<file path="src/rtl/alu_issue_stage.sv">
// alu_issue_stage: registers one decoded op into the ALU, waits for it to settle, then captures and corrects the result for valid/ready handoff
module alu_issue_stage #(
   parameter int SETTLE_CYCLES = 1,
   parameter bit TRAP_OVF = 1
) (
   input  logic        clk,
   input  logic        rst,
   input  logic        in_valid,
   output logic        in_ready,
   input  logic [4:0]  in_op,
   input  logic [31:0] in_rs,
   input  logic [31:0] in_rt,
   input  logic [15:0] in_imm,
   input  logic        in_use_imm,
   input  logic        in_imm_zext,
   output logic [31:0] alu_a,
   output logic [31:0] alu_b,
   output logic [5:0]  alu_func,
   input  logic [31:0] alu_o,
   input  logic        alu_sgn,
   input  logic        alu_err,
   output logic        out_valid,
   input  logic        out_ready,
   output logic [31:0] out_result,
   output logic        out_taken,
   output logic        out_ovf,
   output logic        out_carry,
   output logic        out_illegal
);
   localparam int CW = SETTLE_CYCLES > 1 ? $clog2(SETTLE_CYCLES) : 1;
   typedef enum logic [1:0] {IDLE, EXEC, DONE} state_t;
   state_t state;
   logic [CW-1:0] cnt;
   logic [4:0] cur_op;
   logic [5:0] func_n;
   logic [31:0] ext, b_n, bp, res_n;
   logic accept, ovf, zero, taken_n, zcmp;
   assign in_ready = state == IDLE || (state == DONE && out_ready);
   assign accept = in_valid && in_ready;
   assign ext = in_imm_zext ? {16'h0, in_imm} : {{16{in_imm[15]}}, in_imm};
   assign zcmp = in_op >= 5'h0D && in_op <= 5'h10;
   assign b_n = zcmp ? '0 : in_op == 5'h0A ? {in_imm, 16'h0} : (in_use_imm && in_op <= 5'h09) ? ext : in_rt;
   always_comb begin
      case (in_op)
         5'h00, 5'h01: func_n = 6'b000010;
         5'h02, 5'h03, 5'h08, 5'h09, 5'h0D, 5'h0E, 5'h0F, 5'h10: func_n = 6'b000100;
         5'h04: func_n = 6'b001000;
         5'h05: func_n = 6'b010000;
         5'h06: func_n = 6'b100000;
         5'h07: func_n = 6'b010001;
         5'h0A: func_n = 6'b010010;
         5'h0B: func_n = 6'b000110;
         5'h0C: func_n = 6'b100001;
         default: func_n = 6'b001010;
      endcase
   end
   // overflow is derived from operand/result signs; the ALU carry-out is not a signed flag
   assign bp = alu_func == 6'b000100 ? ~alu_b : alu_b;
   assign ovf = (alu_a[31] == bp[31]) && (alu_o[31] != alu_a[31]);
   assign zero = alu_o == '0;
   assign res_n = cur_op >= 5'h0B ? '0 : cur_op == 5'h08 ? {31'b0, alu_o[31] ^ ovf} :
                  cur_op == 5'h09 ? {31'b0, ~alu_err} : alu_o;
   assign taken_n = (cur_op == 5'h0B || cur_op == 5'h0C) ? alu_sgn :
                    cur_op == 5'h0D ? alu_o[31] :
                    cur_op == 5'h0E ? !alu_o[31] :
                    cur_op == 5'h0F ? alu_o[31] | zero :
                    cur_op == 5'h10 ? !alu_o[31] && !zero : 1'b0;
   always_ff @(posedge clk) begin
      if (rst) begin
         state <= IDLE;
         cnt <= '0;
         cur_op <= '0;
         alu_a <= '0;
         alu_b <= '0;
         alu_func <= '0;
         out_valid <= 1'b0;
         out_result <= '0;
         out_taken <= 1'b0;
         out_ovf <= 1'b0;
         out_carry <= 1'b0;
         out_illegal <= 1'b0;
      end else if (accept) begin
         alu_a <= in_rs;
         alu_b <= b_n;
         alu_func <= func_n;
         cur_op <= in_op;
         cnt <= CW'(SETTLE_CYCLES - 1);
         out_valid <= 1'b0;
         state <= EXEC;
      end else begin
         case (state)
            EXEC: begin
               if (cnt == '0) begin
                  out_result <= res_n;
                  out_taken <= taken_n;
                  out_ovf <= TRAP_OVF && ovf && (cur_op == 5'h00 || cur_op == 5'h02);
                  out_carry <= alu_err;
                  out_illegal <= cur_op > 5'h10;
                  out_valid <= 1'b1;
                  state <= DONE;
               end else cnt <= cnt - 1'b1;
            end
            DONE: begin
               if (out_ready) begin
                  out_valid <= 1'b0;
                  state <= IDLE;
               end
            end
            default: ;
         endcase
      end
   end
endmodule
</file>
<file path="config.mk">
export PLATFORM = sky130hd
export DESIGN_NAME = alu_issue_stage
export DESIGN_NICKNAME = d
export VERILOG_FILES = /design/src/rtl/alu_issue_stage.sv
export SDC_FILE = /design/constraint.sdc
export NUM_CORES = 1
export LEC_CHECK = 0
export ABC_AREA = 0
export ABC_CLOCK_PERIOD_IN_PS = 2100
export CORE_ASPECT_RATIO = 0.8
export CORE_MARGIN = 2
export CORE_UTILIZATION = 38
export CTS_BUF_LIST = sky130_fd_sc_hd__clkbuf_8
export DETAILED_ROUTE_END_ITERATION = 8
export PLACE_DENSITY = 0.91
export SYNTH_ARGS = -nofsm -noshare
export SYNTH_HDL_FRONTEND = slang
export SYNTH_SLANG_ARGS = --single-unit
export TNS_END_PERCENT = 1
</file>
<file path="constraint.sdc">
create_clock -name clk -period 2.1 [get_ports clk]
set_input_delay 0.21 -clock clk [delete_from_list [all_inputs] [get_ports clk]]
set_output_delay 0.21 -clock clk [all_outputs]
set_load 0.02 [all_outputs]
</file>
==> impl_metrics.ini <==
[layout]
multi_input_area_um2 = 2251
antenna_cells = 0
final_cell_area_um2 = 7740
seqCellArea_um2 = 2265
fill_cells = 1011
nets = 921
final_core_utilization = 0.6364
syn2layout_area_growth_pct = 64.13
layout-drive-gt1-share = 0.08282

[run]
drv_cap = 0

[place]
dpl_cell_area_um2 = 7322
port_buffers = 232
gp_congestion = 0.8653
hpwl_um = 11230

[clocking]
postCtsHoldBufs = 0
clockBufferDepth = 2
post-cts-setup-buffer-count = 0
cts.sinks = 113
htreeDepth = 4
cts.repair.resized = 0
cts_tree = yes
root_buffer = clkbuf_8
clk_latency_ns = 0.43
clkTransAtPathRegs_ns = 0.07
cts_buffers = 17

[critical_path]
cp_common_cell = a211o_1
critPathMaxStageDelay_ns = 0.54
path_depth = 5
startpoint_type = flip-flop
cp_cell_sequence = or4b_4 -> or4_4 -> a211o_1 -> a211o_1 -> a21oi_2
cp-end-kind = flip-flop
cp.arrival_ns = 2.45
cpMaxStageDelayCell = or4b_4
crit_family = simple AND/OR/NAND/NOR gates
required_ns = 2.46
reg2reg_depth = 5
startpoint = alu_func[0]
reg2reg_to = out_ovf
cp_max_fo = 4
crit_buf_inv = 0
reg2reg_setup_slack_ns = 0.01
rr_startpoint = alu_func[0]
worst-setup-path-type = reg -> reg

[power]
power.total_w = 0.005683
power_density_nw_per_um2 = 734.2
leakagePower_nw = 2.936
irDropWorstVdd_mv = 0.4662

[logic_synthesis]
ys_async_sr_fraction = 0
syn-cell-area_um2 = 4716
synth_edf_count = 0
avgSynthCellArea_um2 = 8.332
synthTopCellsByArea = dfxtp_1 48%, nand2_1 8.4%, a21oi_1 7.3%, a22oi_1 5.3%, nor2_1 4.6%
synth_area_leader_cell = dfxtp_1
ys_types = 44
synth.most_common_cell = dfxtp_1
syn_nets = 691
synth_top_area_share = 0.4797
synth_ff_type = dfxtp_1
synth_seq_cells = 113
synth_common_cells = 113 x dfxtp_1, 105 x nand2_1, 69 x a21oi_1, 58 x nor2_1, 39 x clkbuf_1
ys_seq_area_frac = 0.4797
yosys_warnings = 0
postSynthCellCount = 566

[timing]
rsz0062_at_grt = yes
tightest_slew_ns = 0.6531
relSlewSlack = 0.5641
finalCritPeriodShare = 0.9938
fin_crit_ns = 2.087
hold_viol = 0
holdWs_ns = 0.2423
tns_ns = 0
fmax_mhz = 479.2
finalSetupViolCount = 0
drv_slew = 0
skew_ns = 0.01634

[floorplanning]
placementRows = 36
start_util = 0.3878
chipHeight_um = 103.6
dieArea_um2 = 13320
ioPinCount = 233
core_um2 = 12160
die_x_um = 128.6

[global_route]
grt_pass1_vias = 4721
antenna_found_initial = 0
grt_use_total = 0.2298
grt_overflow_total = 0
grt_first_pass_wirelength_um = 24360
grt_max_degree = 56

[drt]
vias = 4982
drt_wl_total_um = 15530
drt-initial-drc-count = 320
drc_errors = 0
first_pass_iters = 5
wl_per_cell_um = 16.16
vias_per_cell = 5.184
ant_nets = 0

[hold_path]
min_path_type = in -> reg
hold_depth = 2
hp-start = rst
hold_end = out_result[22]

[status]
outcome = completed
-- state kept, by name, indices dropped and copies added, names as in the netlist --
signal	flops
out_taken	1
out_ovf	1
out_illegal	1
alu_b	32
out_carry	1
cur_op	5
alu_func	6
alu_a	32
state	1
out_result	32
out_valid	1
-- kinds of logic (layout without fill, tap and decap cells) --
family          after synthesis  after routing  share of synthesized area
simple gates                216            216                     0.2051
flops                       113            113                     0.4797
compound gates              156            156                     0.2184
mux                          21             21                    0.04457
xor+xnor                      3              3                   0.005573
buf+inv                      57            300                    0.04670
-- worst max path at each step --
stage	to	slack, ns
final	out_ovf	0.01
after CTS	out_ovf	0.01
after detailed placement	alu_b[25]	-0.27
after global routing	out_ovf	-0.06
after global placement	alu_b[20]	-0.15
after floorplan	out_ovf	0.02
-- worst register-to-register path, cell delays in order, from the launching register on --
cell	delay, ns
dfxtp_2	0.33
or4b_4	0.54
or4_4	0.45
a211o_1	0.31
a211o_1	0.30
a21oi_2	0.11
-- layer usage --
layer / up-vias / track usage / wire [um]
met5: - / 0 / 0
met4: 0 / 0.07764 / 273
met3: 21 / 0.08213 / 1249
met2: 205 / 0.3495 / 7095
met1: 2304 / 0.3023 / 6909
li1: 2452 / - / -
-- stage by stage --
step / worst slack [ns] / cells
final: 0.01311 / 961
after global routing: -0.05672 / 961
after CTS: 0.01257 / 961
after detailed placement: -0.2716 / 929
after global placement: -0.1543 / 929
after floorplan: 0.01774 / 566
-- where the power goes --
group          switching (W)  internal, W
Combinational       0.000575     0.000625
Sequential         0.0000794      0.00227
Clock               0.000934      0.00120
Total                0.00159      0.00409
-- area by class of cell --
cell class	instances	area share
tap	152	0.02457
timing repair buffer	260	0.3350
sequential	113	0.2926
multi-input combinational	396	0.2908
clock buffer	18	0.03201
inverter	8	0.003880
clock inverter	14	0.02118
-- layout by cell type (no fill, tap or decap), drive strengths merged, types with 3 or more instances in the layout --
cell type and n:
dfxtp 113, a22oi 33, mux2i 21, clkbuf 18, inv 10, nor3 6
clkinv 7, o21ai 6, nor2 58, nand4 3, nor3b 3, o221ai 16
xnor2 3, bufinv 3, clkdlybuf4s50 231, nand2 105, and2 15, nor4 10
a21oi 70, buf 29, a2bb2oi 16
Note: power is estimated with default switching activity, not from simulation.
